<file path="config.mk">
export PLATFORM = sky130hd
export DESIGN_NAME = pe_feeder
export DESIGN_NICKNAME = d
export VERILOG_FILES = /design/src/rtl/pe_feeder.sv
export SDC_FILE = /design/constraint.sdc
export NUM_CORES = 1
export LEC_CHECK = 0
export ABC_CLOCK_PERIOD_IN_PS = 6000
export CAP_MARGIN = 10
export CORE_MARGIN = 1
export CORE_UTILIZATION = 60
export CTS_BUF_LIST = sky130_fd_sc_hd__clkbuf_8
export DETAILED_ROUTE_END_ITERATION = 10
export MAX_ROUTING_LAYER = met4
export PLACE_DENSITY = 0.85
export REMOVE_ABC_BUFFERS = 1
export SLEW_MARGIN = 20
export SYNTH_ARGS = -nofsm -noshare
export SYNTH_HDL_FRONTEND = slang
export SYNTH_SLANG_ARGS = --single-unit
</file>
<file path="constraint.sdc">
create_clock -name clk -period 6 [get_ports clk]
set_clock_uncertainty 0.15 [all_clocks]
set_input_delay 1.5 -clock clk [delete_from_list [all_inputs] [get_ports clk]]
set_output_delay 1.5 -clock clk [all_outputs]
set_load 0.01 [all_outputs]
</file>
<file path="src/rtl/pe_feeder.sv">
// Operand feeder for one SD4 MAC processing element: queues operand sets, issues
// them one at a time with a one-cycle en strobe, waits LAT cycles and returns psum_out.
module pe_feeder #(
  parameter int DEPTH = 4,
  parameter int LAT   = 4
) (
  input  logic                     clk,
  input  logic                     rst,
  input  logic                     in_valid,
  output logic                     in_ready,
  input  logic [23:0]              in_image,
  input  logic [35:0]              in_weight,
  input  logic [4:0]               in_exp_bias,
  input  logic [15:0]              in_psum,
  input  logic                     in_chain,
  output logic                     pe_en,
  output logic [23:0]              pe_image,
  output logic [35:0]              pe_weight,
  output logic [4:0]               pe_exp_bias,
  output logic [15:0]              pe_psum,
  input  logic [15:0]              pe_psum_out,
  output logic                     out_valid,
  input  logic                     out_ready,
  output logic [15:0]              out_psum,
  output logic                     busy,
  output logic [$clog2(DEPTH):0]   count
);

  localparam int AW = $clog2(DEPTH);
  localparam int WW = $clog2(LAT + 1);

  typedef struct packed {
    logic [23:0] image;
    logic [35:0] weight;
    logic [4:0]  exp_bias;
    logic [15:0] psum;
    logic        chain;
  } entry_t;

  typedef struct packed {
    logic [23:0] image;
    logic [35:0] weight;
    logic [4:0]  exp_bias;
    logic [15:0] psum;
  } ops_t;

  typedef enum logic [1:0] {S_IDLE, S_ISSUE, S_WAIT, S_DONE} state_t;

  entry_t          mem [DEPTH];
  entry_t          head;
  entry_t          in_entry;
  logic [AW-1:0]   wr_ptr_q, rd_ptr_q;
  logic [AW:0]     count_q;
  logic            full;
  logic            push;
  logic            pop;

  state_t          state_q, state_d;
  logic [WW-1:0]   wcnt_q, wcnt_d;
  ops_t            ops_q, ops_d;
  logic            pe_en_q, pe_en_d;
  logic            out_valid_q, out_valid_d;
  logic [15:0]     out_psum_q, out_psum_d;
  logic [15:0]     acc_q, acc_d;

  assign in_entry = '{image: in_image, weight: in_weight, exp_bias: in_exp_bias,
                      psum: in_psum, chain: in_chain};
  assign full     = (count_q == (AW+1)'(DEPTH));
  assign in_ready = ~rst & ~full;
  assign push     = in_valid & in_ready;
  assign head     = mem[rd_ptr_q];

  // NOTE: storage array carries no reset; occupancy and pointers alone decide what is valid.
  always_ff @(posedge clk) begin
    if (push) mem[wr_ptr_q] <= in_entry;
  end

  always_ff @(posedge clk or posedge rst) begin
    if (rst) begin
      wr_ptr_q <= '0;
      rd_ptr_q <= '0;
      count_q  <= '0;
    end else begin
      if (push) wr_ptr_q <= wr_ptr_q + AW'(1);
      if (pop)  rd_ptr_q <= rd_ptr_q + AW'(1);
      case ({push, pop})
        2'b10:   count_q <= count_q + (AW+1)'(1);
        2'b01:   count_q <= count_q - (AW+1)'(1);
        default: count_q <= count_q;
      endcase
    end
  end

  always_ff @(posedge clk or posedge rst) begin
    if (rst) begin
      state_q     <= S_IDLE;
      wcnt_q      <= '0;
      ops_q       <= '0;
      pe_en_q     <= 1'b0;
      out_valid_q <= 1'b0;
      out_psum_q  <= '0;
      acc_q       <= '0;
    end else begin
      state_q     <= state_d;
      wcnt_q      <= wcnt_d;
      ops_q       <= ops_d;
      pe_en_q     <= pe_en_d;
      out_valid_q <= out_valid_d;
      out_psum_q  <= out_psum_d;
      acc_q       <= acc_d;
    end
  end

  // NOTE: every signal gets a default first so no path through the case infers a latch.
  always_comb begin
    state_d     = state_q;
    wcnt_d      = wcnt_q;
    ops_d       = ops_q;
    pe_en_d     = 1'b0;
    out_valid_d = out_valid_q;
    out_psum_d  = out_psum_q;
    acc_d       = acc_q;
    pop         = 1'b0;
    case (state_q)
      S_IDLE: begin
        if (count_q != '0) begin
          pop            = 1'b1;
          ops_d.image    = head.image;
          ops_d.weight   = head.weight;
          ops_d.exp_bias = head.exp_bias;
          ops_d.psum     = head.chain ? acc_q : head.psum;
          pe_en_d        = 1'b1;
          state_d        = S_ISSUE;
        end
      end
      S_ISSUE: begin
        wcnt_d  = WW'(LAT - 1);
        state_d = S_WAIT;
      end
      S_WAIT: begin
        if (wcnt_q == '0) begin
          out_psum_d  = pe_psum_out;
          acc_d       = pe_psum_out;
          out_valid_d = 1'b1;
          state_d     = S_DONE;
        end else begin
          wcnt_d = wcnt_q - WW'(1);
        end
      end
      S_DONE: begin
        if (out_ready) begin
          out_valid_d = 1'b0;
          state_d     = S_IDLE;
        end
      end
      default: state_d = S_IDLE;
    endcase
  end

  assign pe_en       = pe_en_q;
  assign pe_image    = ops_q.image;
  assign pe_weight   = ops_q.weight;
  assign pe_exp_bias = ops_q.exp_bias;
  assign pe_psum     = ops_q.psum;
  assign out_valid   = out_valid_q;
  assign out_psum    = out_psum_q;
  assign count       = count_q;
  assign busy        = (state_q != S_IDLE) | (count_q != '0);

endmodule

</file>
Yosys cells after proc, flatten, opt, wreduce, memory -nomap -nowiden
Memories as Yosys holds them, arrays and structs flattened. Index checks and enable logic that the tools add are counted.

Bits of input ports: 102. Bits in registers: 111. Output and inout port bits: 104. Memories: 1. Word-level logic and storage cells: 60. Bits in writable memories: 328.

Memory list: mem (depth 4, bits a word 82, read ports 1, clocked after Yosys merged registers in 0, write ports 1, RTL line 49) `entry_t mem [DEPTH];`.

Mux-type cells: 15. Equal/unequal tests: 10. Reduce and logical (&&, ||, !) cells: 12. Bitwise operators: 5. Add/sub/neg operators: 5.

Operators by type and width (count): 16-bit 2-to-1 mux (1); 3-bit case mux with 2 select lines (2); 2-bit != test (second input constant) (4); 2-bit case mux with 4 select lines (1); 2-bit nonzero test (4); 2-bit == test (second input constant) (3); 1-bit 2-to-1 mux (6); 2-bit 2-to-1 mux (3); 2-bit AND reduction (3); 3-bit AND reduction (2); 3-bit by 1-bit subtractor with 3-bit output (second input constant) (2); 2-bit by 1-bit adder with 2-bit output (second input constant) (2); 2-bit by 1-bit == test with 1-bit output (second input constant) (2); 3-bit by 1-bit adder with 3-bit output (second input constant) (1); 3-bit == test (second input constant) (1); 3-bit zero test (1); 3-bit 2-to-1 mux (1); 3-bit nonzero test (1); 1-bit bitwise AND (2); 2-bit zero test (1); 1-bit NOT (2); 1-bit case mux with 2 select lines (1); 1-bit bitwise OR (1).

Longest topological paths before layout
Gate-level depths: netlist (run 1).

Depth in word-level cells: 6. Gate-level depth with buffers: 11. Gate-level depth less buffers: 10.

Least setup slack after synthesis (run 1)
OpenSTA, ideal clock, no wires.

Kind: input-to-reg. Start point: input in_valid. End point: memory mem[0][0] in the netlist's numbering, enable pin. Setup time: 449 ps. Buffers on the path: 0. Setup slack: 1542 ps. Stages on the path: 3. Data arrival time: 3858 ps. Data required time: 5401 ps. Cell sequence: inv_1 -> a211oi_2 -> and2_1.

Cells in the longest elaborated chain, start to end: 3.

Ends and longest elaborated chain: start: declaration (RTL line 9) `input logic in_valid,`; 1-bit bitwise AND (RTL line 70) `assign push = in_valid & in_ready;`; 1-bit 2-to-1 mux (RTL line 75) `if (push) mem[wr_ptr_q] <= in_entry;`; 1-bit 2-to-1 mux (not written as such) (RTL line 75); end: declaration (RTL line 49).

Every way passes these cells.

Worst setup path after layout (run 1)
Start point: input rst. End point: output in_ready.

Cells in the longest elaborated chain, start to end: 2.

Ends and longest elaborated chain: start: declaration (RTL line 8) `input logic rst,`; 1-bit NOT (RTL line 69) `assign in_ready = ~rst & ~full;`; 1-bit bitwise AND (RTL line 69); end: declaration (RTL line 10) `output logic in_ready,`.

Every way passes these cells.

==> impl_metrics.py, run 1 <==
metrics = {
    "drt": {
        "via_count": 8540,
        "ant_nets": 0,
        "wl_um": 31700,
        "viasPerCell": 5.57,
        "drt-initial-drc-count": 635,
        "avgRoutedWirePerCell_um": 20.7,
        "dr.pass1.iters": 5,
        "drc": 0,
    },
    "timing": {
        "rsz0062_at_grt": "false",
        "fin_setup_tns_ps": 0,
        "slew_viol_final": 0,
        "maxSlewHeadroom_pct": 31.8,
        "hold_viol": 0,
        "min_period_ps": 4350,
        "worst_slack_ps": 1650,
        "setup_violations": 0,
        "finalCritPeriodShare_pct": 72.5,
        "max_freq_mhz": 230,
        "hold_ws_ps": 324,
        "tightest_slew_ps": 1020,
    },
    "placement": {
        "port_buffers": 205,
        "pre_cts_ws_ps": 1650,
        "dp_hpwl_um": 19600,
        "gp_congestion": 0.785,
        "post-place-cells": 1405,
        "placed_area_um2": 18800,
    },
    "global_routing": {
        "grt_max_degree": 69,
        "grt_pass1_wl_um": 49700,
        "grt_usage_pct": 24.3,
        "grt_pass1_vias": 9074,
        "antenna_found_initial": 2,
        "grt-ovfl-total": 0,
    },
    "cells_and_area": {
        "final_common_cell": "edfxtp_1",
        "stdcell_count": 1532,
        "final_cell_mix": "328 x edfxtp_1, 215 x nand2_1, 205 x clkdlybuf4s50_1, 109 x dfrtp_1, 82 x mux4_2",
        "final_layout_size_suffix_gt1_share_pct": 18.0,
        "fin_area_um2": 20100,
        "final_core_util_pct": 74.8,
        "syn_to_final_growth_pct": 22.6,
        "nNetsFinal": 1249,
    },
    "clocking": {
        "clk_latency_ps": 570,
        "cts_tree": "done",
        "root_buffer": "clkbuf_8",
        "cts_buffers": 68,
        "clk_pin_slew_ps": 60,
        "htree_levels": 3,
        "cts_resized": 0,
        "clk_path_buf_depth": 3,
        "ctsHoldBuffers": 0,
        "cts_setup_buffers": 0,
        "cts.sinks": 439,
    },
    "synth": {
        "synth-seq-cells": 439,
        "synth_top_area_share_pct": 60.1,
        "synth_area_leaders": "edfxtp_1 60%, dfrtp_1 17%, mux4_2 11%, nand2_1 4.9%, mux2_2 1.2%",
        "synthFlopType": "edfxtp_1",
        "syn_avg_cell_area_um2": 18.6,
        "ys_seq_area_share_pct": 77.0,
        "synth_edf_count": 328,
        "syn_inst": 883,
        "synth_area_leader_cell": "edfxtp_1",
        "ys_types": 31,
        "synth_async_sr_flop_share_pct": 25.3,
        "synth_warnings": 0,
        "netlist_area_um2": 16400,
    },
    "pwr": {
        "powerDensity_nw_per_um2": 479,
        "irDropWorstVdd_mv": 0.289,
        "power.leakage_nw": 7.54,
        "total_power_mw": 9.63,
    },
    "worst_setup_path": {
        "crit_fanout": 3,
        "worstSetupStartpointType": "input pin",
        "cp.arrival_ps": 2700,
        "worstSetupPathType": "in2out",
        "worstPathRequired_ps": 4350,
        "end_kind": "primary output",
    },
    "hold_path": {
        "holdCritPathClass": "reg2reg",
    },
    "die": {
        "initial_utilization_pct": 61.0,
        "die_h_um": 167,
        "die_area_um2": 28000,
        "die_x_um": 167,
        "rows": 60,
        "core_um2": 26900,
        "pin_count": 206,
    },
    "flow_run": {
        "cap_violations": 0,
    },
    "status": {
        "outcome": "finished, final reports clean",
    },
}
## report_power, final
group	internal, mW	total, mW	leakage, nW	switching (mW)
registers	3.92	4.33	4.33	0.414
logic	1.54	2.97	2.45	1.43
clock network	1.23	2.33	0.761	1.10
total	6.69	9.63	7.54	2.95
## cells by family after synthesis
kind of cell    count (synthesis)  share of synthesized area [%]
compound gates                 24                          0.954
xor+xnor                        6                          0.321
fa+ha+maj                      13                           1.04
buf+inv                        54                           1.63
flops                         439                           77.0
mux                           120                           13.7
simple gates                  227                           5.32
## cell type report
class / instances / area (um2)
sequential: 439 / 12600
timing repair buffer: 219 / 2160
fill: 1515 / 6780
antenna: 2 / 5.00
inverter: 16 / 62.6
multi-input combinational: 390 / 3510
tap: 341 / 427
clock inverter: 48 / 236
clock buffer: 77 / 1060
## critical path, cell delays in order
cell	delay, ps
clkdlybuf4s50_1	490
a21oi_1	160
clkdlybuf4s50_1	550
## layer usage
metal / share of wire (%) / track usage [%] / routed length (um) / vias up
met4: 1.7 / 7.46 / 531 / 0
met1: 42 / 33.1 / 13300 / 4330
met3: 6.9 / 5.01 / 2200 / 45
met2: 49 / 37.7 / 15600 / 338
li1: - / - / - / 3827
met5: 0 / - / 0 / -
## final timing paths
check,to,cells after the start,startpoint,slack [ps]
hold reg to reg,pe_image[15],2,pe_image[15],320
min in group asynchronous,count[2],2,rst,1170
setup / recovery,in_ready,3,rst,1650
hold / removal,pe_image[15],2,pe_image[15],320
setup reg to reg,mem[2][63],4,count[0],3070
max in group asynchronous,pe_weight[8],3,rst,3520
## cell usage after synthesis, types with 2 or more instances
library cell,count
and2_1,4
buf_2,9
buf_4,8
buf_6,3
clkbuf_1,18
dfrtp_1,111
edfxtp_1,328
ha_1,12
inv_1,15
mux2_2,18
mux2i_1,20
mux4_2,82
nand2_1,215
nand2b_1,2
nor2_1,3
o21ai_0,7
o21ai_1,10
xnor2_1,4
xor2_1,2
## sequential cells by signal, summed over array words and instances, names as in the netlist, 3 cells and up
signal,cells
pe_exp_bias,5
pe_weight,36
mem,328
pe_psum,16
acc_q,16
pe_image,24
count,3
wcnt_q,3
Note: power is estimated with default switching activity, not from simulation.
==> run 2: changes to the inputs <==
ABC_CLOCK_PERIOD_IN_PS = 3850   (was 6000)
CORE_UTILIZATION = 52   (was 60)
PLACE_DENSITY = 0.79   (was 0.85)
clock period = 3.85 ns   (was 6 ns; I/O delays follow)
==> run 2 against run 1 <==
Net effect:
- the flow now finishes with violations (DRC)
- cell count increased by 4.5%
- non-clock buffer count increased by 4
- sequential cell count unchanged
- hold slack got worse by 1.3 ps
- sequential share of layout area decreased by 0.91 points
- clock power increased by 59%
- die area increased by 15%
- register-to-register slack got worse by 1900 ps
- global-route usage decreased by 3.0 points
- wire length increased by 0.55%
- largest power group unchanged
==> impl_metrics.py, run 2 (synthesis gave the netlist of run 1 again) <==
metrics = {
    "drt": {
        "viasPerCell": 5.31,
        "dr.pass1.iters": 8,
        "wl_um": 31900,
        "drc": 17,
        "avgRoutedWirePerCell_um": 19.9,
        "drt-initial-drc-count": 718,
        "via_count": 8494,
        "ant_nets": 0,
    },
    "die": {
        "die_area_um2": 32200,
        "pin_count": 206,
        "initial_utilization_pct": 53.2,
        "rows": 64,
        "die_h_um": 180,
        "core_um2": 30800,
        "die_x_um": 180,
    },
    "placement": {
        "port_buffers": 205,
        "gp_congestion": 0.723,
        "pre_cts_ws_ps": 581,
        "dp_hpwl_um": 19400,
    },
    "worst_setup_path": {
        "worstPathRequired_ps": 2740,
        "worstSetupStartpointType": "input pin",
        "worstSetupPathType": "in2out",
        "startpoint": "rst",
        "end_kind": "primary output",
        "crit_fanout": 3,
        "r2r_start": "state_q[0]",
        "cp.arrival_ps": 2140,
    },
    "timing": {
        "max_freq_mhz": 307,
        "min_period_ps": 3260,
        "tightest_slew_ps": 722,
        "slew_viol_final": 0,
        "hold_viol": 0,
        "worst_slack_ps": 593,
        "finalCritPeriodShare_pct": 84.6,
        "setup_violations": 0,
        "rsz0062_at_grt": "false",
        "maxSlewHeadroom_pct": 51.7,
    },
    "global_routing": {
        "grt_pass1_vias": 9151,
        "grt-ovfl-total": 0,
        "grt_max_degree": 61,
        "grt_pass1_wl_um": 51200,
        "grt_usage_pct": 21.3,
        "antenna_found_initial": 5,
    },
    "clocking": {
        "root_buffer": "clkbuf_8",
        "clk_latency_ps": 570,
        "cts_buffers": 72,
        "ctsHoldBuffers": 0,
        "htree_levels": 3,
        "clk_path_buf_depth": 3,
        "cts_tree": "done",
        "cts_resized": 0,
        "cts.sinks": 439,
        "clk_pin_slew_ps": 50,
        "cts_setup_buffers": 0,
    },
    "pwr": {
        "total_power_mw": 15.1,
        "power.leakage_nw": 7.65,
        "powerDensity_nw_per_um2": 742,
        "irDropWorstVdd_mv": 0.453,
    },
    "cells_and_area": {
        "final_core_util_pct": 66.1,
        "nNetsFinal": 1257,
        "syn_to_final_growth_pct": 24.4,
        "final_layout_size_suffix_gt1_share_pct": 18.1,
        "largest-register": "mem",
        "final_cell_mix": "328 x edfxtp_1, 215 x nand2_1, 205 x clkdlybuf4s50_1, 109 x dfrtp_1",
        "final_common_cell": "edfxtp_1",
        "largest_reg_flops": 328,
        "fillCellCount": 2069,
    },
    "status": {
        "violations": "DRC",
        "outcome": "finished with violations",
    },
    "flow_run": {
        "cap_violations": 0,
    },
    "hold_path": {
        "hp-start": "pe_exp_bias[4]",
        "holdCritPathClass": "reg2reg",
    },
}
## run 2: cell types whose count changed in the layout (fill, tap and decap cells not counted), moves of 3 or more
cell      previous run  this run
inv_1               41        52
buf_4               14         7
clkinv_1             8         5
clkinv_2             7         1
clkbuf_8            77        82
diode_2              2         5
buf_12               0        11
## run 2: power breakdown
group          switching, mW  leakage [nW]  internal [mW]
Sequential             0.601          4.33           6.10
Clock                   1.75         0.824           1.96
Combinational           2.27          2.50           2.46
## run 2: cell type report
| type | count | area, um2 | share of cell area (%) |
|---|---|---|---|
| Antenna cell | 5 | 12.5 | 0.0614 |
| Clock inverter | 50 | 219 | 1.07 |
| Clock buffer | 82 | 1130 | 5.54 |
| Sequential cell | 439 | 12600 | 62.0 |
| Timing Repair Buffer | 223 | 2320 | 11.4 |
| Inverter | 16 | 62.6 | 0.307 |
| Tap cell | 396 | 495 | 2.43 |
| Multi-Input combinational cell | 390 | 3510 | 17.2 |
## run 2: metal layers
layer | global-route usage [%] | up-vias | wire length (um)
li1 | - | 3853 | -
met1 | 27.9 | 4303 | 13200
met2 | 33.5 | 293 | 15900
met3 | 5.39 | 45 | 2370
met4 | 5.79 | 0 | 386
met5 | - | - | 0
## run 2: path summary, 6_finish.rpt
| path | to | slack (ps) | cells after the start |
|---|---|---|---|
| hold reg to reg | pe_exp_bias[4] | 320 | 2 |
| setup / recovery | in_ready | 590 | 3 |
| setup reg to reg | count[2] | 1200 | 10 |
| min in group asynchronous | pe_weight[1] | 650 | 2 |
| max in group asynchronous | pe_image[15] | 2100 | 3 |
| hold / removal | pe_exp_bias[4] | 320 | 2 |
## run 2: metrics by stage
| step | setup TNS [ps] | hold slack [ps] | cells | instance area, um2 |
|---|---|---|---|---|
| after floorplan | -92730 | 353 | 845 | 16200 |
| after global placement | 0 | 310 | 1464 | 19000 |
| after detailed placement | 0 | 312 | 1464 | 19000 |
| after CTS | 0 | 326 | 1596 | 20400 |
| after global routing | 0 | 347 | 1601 | 20400 |
| final | 0 | 323 | 1601 | 20400 |
## run 2: worst max-delay path, cell delays in order
cell and delay, ps:
clkdlybuf4s50_1 490, a21oi_1 150, clkdlybuf4s50_1 550
